===== src/rtl/if_stage.sv =====
// Instruction fetch stage: one outstanding imem request, IF/ID register with a
// one-entry hold buffer, and redirect flush. Optional macro: IF_MISALIGN_CHK_EN.
module if_stage #(
    localparam int unsigned XLEN = 32,
    parameter logic [XLEN-1:0] RESET_PC  = 32'h0000_0000,
    parameter logic [XLEN-1:0] NOP_INSTR = 32'h0000_0000
) (
    input  logic            clk,
    input  logic            rst,
    input  logic [XLEN-1:0] pc_in,
    output logic [XLEN-1:0] next_pc,
    input  logic            redirect_valid,
    input  logic [XLEN-1:0] redirect_target,
    output logic            imem_req_valid,
    input  logic            imem_req_ready,
    output logic [XLEN-1:0] imem_addr,
    input  logic            imem_rsp_valid,
    input  logic [XLEN-1:0] imem_rsp_data,
    output logic            id_valid,
    input  logic            id_ready,
    output logic [XLEN-1:0] id_instr,
    output logic [XLEN-1:0] id_pc,
`ifdef IF_MISALIGN_CHK_EN
    output logic            id_misalign,
`endif
    output logic [XLEN-1:0] id_pc_plus4
);

    typedef enum logic [1:0] {S_REQ, S_WAIT, S_HOLD, S_DROP} state_t;

    state_t          state;
    state_t          state_nxt;
    logic [XLEN-1:0] req_pc;
    logic [XLEN-1:0] hold_instr;
    logic [XLEN-1:0] hold_pc;

    logic req_fire;
    logic id_free;
    logic rsp_direct;
    logic rsp_hold;
    logic hold_drain;

    assign req_fire   = imem_req_valid && imem_req_ready;
    assign id_free    = !id_valid || id_ready;
    assign rsp_direct = (state == S_WAIT) && imem_rsp_valid && id_free && !redirect_valid;
    assign rsp_hold   = (state == S_WAIT) && imem_rsp_valid && !id_free && !redirect_valid;
    assign hold_drain = (state == S_HOLD) && id_ready && !redirect_valid;

    always_ff @(posedge clk) begin
        if (rst) state <= S_REQ;
        else     state <= state_nxt;
    end

    // Redirect outranks everything except reset; an in-flight fetch is dropped.
    always_comb begin
        state_nxt = state;
        case (state)
            S_REQ: begin
                if (req_fire) state_nxt = redirect_valid ? S_DROP : S_WAIT;
            end
            S_WAIT: begin
                if (redirect_valid)      state_nxt = imem_rsp_valid ? S_REQ : S_DROP;
                else if (imem_rsp_valid) state_nxt = id_free ? S_REQ : S_HOLD;
            end
            S_HOLD: begin
                if (redirect_valid || id_ready) state_nxt = S_REQ;
            end
            S_DROP: begin
                if (imem_rsp_valid) state_nxt = S_REQ;
            end
            default: state_nxt = S_REQ;
        endcase
    end

    // PC register has no enable, so holding means echoing pc_in.
    always_comb begin
        imem_req_valid = 1'b0;
        imem_addr      = pc_in;
        next_pc        = pc_in;
        if (rst) begin
            next_pc = RESET_PC;
        end else begin
            imem_req_valid = (state == S_REQ);
            if (redirect_valid)  next_pc = redirect_target;
            else if (req_fire)   next_pc = pc_in + XLEN'(4);
        end
    end

    always_ff @(posedge clk) begin
        if (rst) begin
            id_valid    <= 1'b0;
            id_instr    <= NOP_INSTR;
            id_pc       <= '0;
            id_pc_plus4 <= XLEN'(4);
            req_pc      <= '0;
            hold_instr  <= NOP_INSTR;
            hold_pc     <= '0;
        end else begin
            if (req_fire) req_pc <= pc_in;
            if (redirect_valid) begin
                id_valid   <= 1'b0;
                id_instr   <= NOP_INSTR;
                hold_instr <= NOP_INSTR;
                hold_pc    <= '0;
            end else if (rsp_direct) begin
                id_valid    <= 1'b1;
                id_instr    <= imem_rsp_data;
                id_pc       <= req_pc;
                id_pc_plus4 <= req_pc + XLEN'(4);
            end else if (hold_drain) begin
                id_valid    <= 1'b1;
                id_instr    <= hold_instr;
                id_pc       <= hold_pc;
                id_pc_plus4 <= hold_pc + XLEN'(4);
            end else if (id_valid && id_ready) begin
                id_valid <= 1'b0;
            end
            if (rsp_hold) begin
                hold_instr <= imem_rsp_data;
                hold_pc    <= req_pc;
            end
        end
    end

`ifdef IF_MISALIGN_CHK_EN
    logic hold_misalign;

    // Misalignment tag travels with the instruction; decode raises the exception.
    always_ff @(posedge clk) begin
        if (rst) begin
            id_misalign   <= 1'b0;
            hold_misalign <= 1'b0;
        end else begin
            if (redirect_valid) begin
                id_misalign   <= 1'b0;
                hold_misalign <= 1'b0;
            end else if (rsp_direct) begin
                id_misalign <= (req_pc[1:0] != 2'b00);
            end else if (hold_drain) begin
                id_misalign <= hold_misalign;
            end else if (id_valid && id_ready) begin
                id_misalign <= 1'b0;
            end
            if (rsp_hold) hold_misalign <= (req_pc[1:0] != 2'b00);
        end
    end
`endif

endmodule


===== config.mk =====
export PLATFORM = sky130hd
export DESIGN_NAME = if_stage
export DESIGN_NICKNAME = d
export VERILOG_FILES = /design/src/rtl/if_stage.sv
export SDC_FILE = /design/constraint.sdc
export NUM_CORES = 1
export LEC_CHECK = 0
export CORE_ASPECT_RATIO = 0.6
export CORE_UTILIZATION = 40
export CTS_CLUSTER_DIAMETER = 30
export CTS_CLUSTER_SIZE = 28
export DETAILED_ROUTE_END_ITERATION = 10
export GPL_TIMING_DRIVEN = 0
export HOLD_SLACK_MARGIN = 0.03
export PLACE_DENSITY = 0.68
export SETUP_SLACK_MARGIN = 0.2
export SLEW_MARGIN = 25
export SYNTH_ARGS = -nofsm -noshare
export SYNTH_HDL_FRONTEND = slang
export SYNTH_SLANG_ARGS = --single-unit

===== constraint.sdc =====
create_clock -name clk -period 2.5 [get_ports clk]
set_input_delay 0.375 -clock clk [delete_from_list [all_inputs] [get_ports clk]]
set_output_delay 0.375 -clock clk [all_outputs]
set_load 0.005 [all_outputs]

---- Word level (Yosys, flattened, before mapping) ----
Index checks and enable logic that the tools add are counted.
storage, ports and cells
  register bits after elaboration ......... 195
  input bits .............................. 102
  logic and storage cells ................. 65
operators by class
  add/subtract/negate cells ............... 3
  equality and inequality tests ........... 7
  multiplexer cells ....................... 25
  bitwise operators ....................... 1
  reduce and logical (&&, ||, !) cells .... 21
operators with widths
  kind                     count
  $mux W32                 12
  $add A32 B3 Y32 const B  3
  $mux W2                  8
  $logic_and A1 B1 Y1      9
  $pmux W2 S4              1
  $eq A2 B2 Y1 const B     2
  $mux W1                  4
  $ne A2 B2 Y1 const B     2
  $reduce_and A4 Y1        1
  $reduce_bool A2 Y1       2
  $logic_not A1 Y1         3
  $ne A3 B3 Y1 const B     1
  $reduce_bool A3 Y1       1
  $eq A2 B1 Y1 const B     1
  $logic_not A2 Y1         1
  $logic_or A1 B1 Y1       2
  $ne A2 B1 Y1 const B     1
  $reduce_and A2 Y1        1
  $reduce_or A2 Y1         1
  $not A1 Y1               1

---- Longest topological paths before layout ----
  depth after elaboration ................. 6
  mapped depth ............................ 14
  gate-level depth less buffers ........... 10

---- Worst setup path before layout ----
Ideal clock, no wire load.
  path kind ............................... input port to flip-flop
  start ................................... input imem_rsp_valid
  end ..................................... register id_pc_plus4[26]
  library setup time ...................... 0.133 ns
  arrival time ............................ 2.608 ns
  required time ........................... 2.367 ns
  slack ................................... -0.241 ns
  cell stages on the path ................. 14
  buffers on the path ..................... 4
  path through ............................ and3b_1 > buf_2 > nand3_1 > buf_2 > buf_1 > nand2_1 > nand2_1 > ha_1 > clkbuf_1 > nand4_1 > nor4_1 > a41oi_1 > xnor2_1 > a21oi_1
on the way
  word-level cells in the longest chain between the ends .. 5
  elaborated cells on any way between the ends .. 6
  those cells by class .................... mux: 1; reduce/logical: 5
ends and longest elaborated chain
  item                                 RTL line  source
  start: declaration                   17        input logic imem_rsp_valid,
  $logic_and A1 B1 Y1 * (3 in series)  45        assign rsp_direct = (state == S_WAIT) && imem_rsp_valid && id_free && !redirect_valid;
  $reduce_bool A2 Y1 (no source line)  n/a
  $reduce_and A2 Y1 (no source line)   n/a
  end signal: assignment               109       id_pc_plus4 <= req_pc + XLEN'(4);
  end signal: assignment               114       id_pc_plus4 <= hold_pc + XLEN'(4);
  end: declaration                     26        output logic [XLEN-1:0] id_pc_plus4
Mark *: on every way between the ends. The rest lies on a longest branch, timed or not.
A chain may end at the register's enable or synchronous reset.

---- Final worst setup path ----
  start ................................... register state[1]
  end ..................................... output next_pc[14]
on the way
  word-level cells in the longest chain between the ends .. 6
ends and longest elaborated chain
  item                      RTL line  source
  start: declaration        31        state_t state;
  start signal: assignment  51        else state <= state_nxt;
  $logic_not A2 Y1          83        imem_req_valid = (state == S_REQ);
  $mux W1                   80        if (rst) begin
  $logic_and A1 B1 Y1       43        assign req_fire = imem_req_valid && imem_req_ready;
  $mux W32                  85        else if (req_fire) next_pc = pc_in + XLEN'(4);
  $mux W32                  84        if (redirect_valid) next_pc = redirect_target;
  $mux W32                  80
  end: declaration          11        output logic [XLEN-1:0] next_pc,
No other way between the ends.

==> flow_metrics.tcl <==
set metrics [dict create \
    core_um2 23510 \
    drc_errors 0 \
    synth.distinct_cells 60 \
    dp_slack_ps -1260 \
    finalWeightedCongestion 0.9652 \
    clk_pin_slew_ps 90 \
    grt_pass1_wl_mm 59.35 \
    violations "negative setup slack" \
    track_usage 0.3101 \
    h-tree-depth 4 \
    synth_edf_count 0 \
    cts_root_buf "clkbuf_16" \
    port-buffer-count 263 \
    grt_max_degree 18 \
    finalCritPeriodShare 1.232 \
    path_class "flip-flop to primary output" \
    rsz0062_at_grt "true" \
    wire_per_inst_um 20.42 \
    grt_remaining_overflow 0 \
    row_count 43 \
    drt-total-wl_mm 40.66 \
    p_per_area_nw_per_um2 498.2 \
    drt_first_pass_iters 5 \
    crit_fanout 4 \
    antenna_found_initial 0 \
    tns_ps -14820 \
    final_antenna_net_count 0 \
    die-area_um2 25040 \
    worstMarginPinSlew_ps 1249 \
    seq_area_frac_synth 0.3960 \
    initial_utilization 0.4150 \
    first_iter_violations 1140 \
    maxSlewViolCount 0 \
    clock_skew_ps 16.66 \
    vias_per_cell 5.703 \
    yosys_register_bits 193 \
    max_cap_viol_count 0 \
    drive_above_1_share 0.2196 \
    multi_input_area_um2 5969 \
    fp.dieH_um 123.0 \
    clock-sinks 193 \
    vdd_drop_max_v 0.0004704 \
    synthesis.area_um2 9757 \
    required_ps 2120 \
    cts_buffers 17 \
    rrSetupSlack_ps -250 \
    critPathArrivalTime_ps 2710 \
    insertion_delay_ps 450 \
    ios 264 \
    final_nets 1767 \
    ctsHoldBuffers 0 \
    yosys_warnings 0 \
    grt_pass1_vias 10170 \
    vias 11360 \
    setup_ws_ps -580.8 \
    leakagePower_nw 5.541 \
    final_common_cell "nand2_1" \
    area.sequential_um2 3867 \
    max_clock_freq_ghz 0.3246 \
    min_path_type "primary input to flip-flop" \
    status "complete, but fails checks" \
    synth-async-reset-ratio 0 \
    synth.avg_cell_area_um2 7.454 \
    timing.slew.headroom 0.1674 \
    dp_hpwl_mm 29.28 \
    syn_nets 1413 \
    cts_max_path_buffers 2 \
    synth_flop_cell "dfxtp_1" \
    die_x_um 203.6 \
    fill_cells 2051 \
    layout_common_cells "nand2_1, clkdlybuf4s50_1, dfxtp_1" \
    fin_crit_ps 3081 \
    synth_cells 1309 \
    syn2layout_area_growth_pct 54.06 \
    hold_viol 0 \
    end_kind "primary output" \
    cts_tree "done" \
    setup_viol 44 \
    startpoint_type "flip-flop" \
    diodes 0 \
]
## synth_stat cells, types with 12 or more instances
library cell	number	share of area
a211oi_1	26	0.020
a21oi_1	95	0.049
a311oi_1	43	0.039
and3_1	17	0.011
and4_1	13	0.012
buf_1	14	0.0054
buf_4	35	0.027
clkbuf_1	75	0.029
dfxtp_1	193	0.40
mux2i_1	23	0.024
nand2_1	360	0.14
nand3_1	38	0.019
nand4_1	19	0.012
nor2_1	124	0.048
nor3_1	33	0.017
nor4_1	12	0.0077
o21ai_0	46	0.024
xnor2_1	23	0.021
xor2_1	26	0.023
## critical path: stages (launching register included)
cell and delay [ps]:
dfxtp_2 330, buf_6 120, or4b_4 550, buf_6 140, or3_4 370, nor2_4 130, and3_4 210, xnor2_2 70
a211oi_2 180, buf_2 150
## cell families after synthesis
kind of cell	count (synthesis)	share of synthesized area
compound gates	247	0.1640
flops	193	0.3960
simple gates	640	0.2865
fa+ha+maj	2	0.002564
buf+inv	144	0.07066
xor+xnor	49	0.04399
mux	34	0.03629
## path summary, 6_finish.rpt
| kind | start | end | cells past startpoint |
|---|---|---|---|
| worst max-delay path | state[1] | next_pc[14] | 9 |
| worst min-delay path | pc_in[10] | req_pc[10] | 3 |
| worst max register to register | state[0] | id_pc_plus4[26] | 15 |
| worst min register to register | id_pc_plus4[2] | id_pc_plus4[2] | 2 |
## flip-flops by register name, summed over array words and instances, names as in the netlist
name	flops
hold_instr	32
id_pc	32
req_pc	32
id_instr	32
hold_pc	32
state	2
id_pc_plus4	30
id_valid	1
## cell type report
class | instances | area share
Multi-Input combinational cell | 972 | 0.3971
Tap cell | 315 | 0.02622
Sequential cell | 193 | 0.2573
Inverter | 11 | 0.002997
Timing Repair Buffer | 335 | 0.2139
Buffer | 133 | 0.06151
Clock inverter | 13 | 0.01149
Clock buffer | 19 | 0.02947
## power by group
group | switching (mW) | leakage, nW | internal, mW | total (mW)
clock network | 1.33 | 0.299 | 1.63 | 2.95
registers | 0.107 | 1.56 | 3.17 | 3.28
logic | 0.646 | 3.68 | 0.614 | 1.26
## timing repair
item	4_1_cts	5_1_grt
setup buffers	42	28
gates cloned	0	1
resized for setup	260	197
setup endpoints to repair	166	149
pin swaps	55	48
## routing by layer
layer,share of wire,track usage,up-vias
li1,-,-,5209
met3,0.10,0.07670,68
met4,0.017,0.06767,0
met2,0.42,0.4352,617
met1,0.46,0.4689,5461
met5,0,0,-
## per-stage QoR
stage / cells / hold WS [ps] / utilization / cell area [µm²] / total power, mW
floorplan: 1309 / 433.8 / - / 9883 / 3.762
global route: 1991 / 294.0 / 0.6393 / 15030 / 7.712
detailed placement: 1888 / 446.9 / 0.5498 / 12930 / 4.414
global placement: 1887 / 440.4 / 0.5491 / 12910 / 4.404
finish: 1991 / 294.2 / 0.6393 / 15030 / 7.488
CTS: 1962 / 375.9 / 0.6066 / 14260 / 7.334
(Power assumes the default switching activity.)
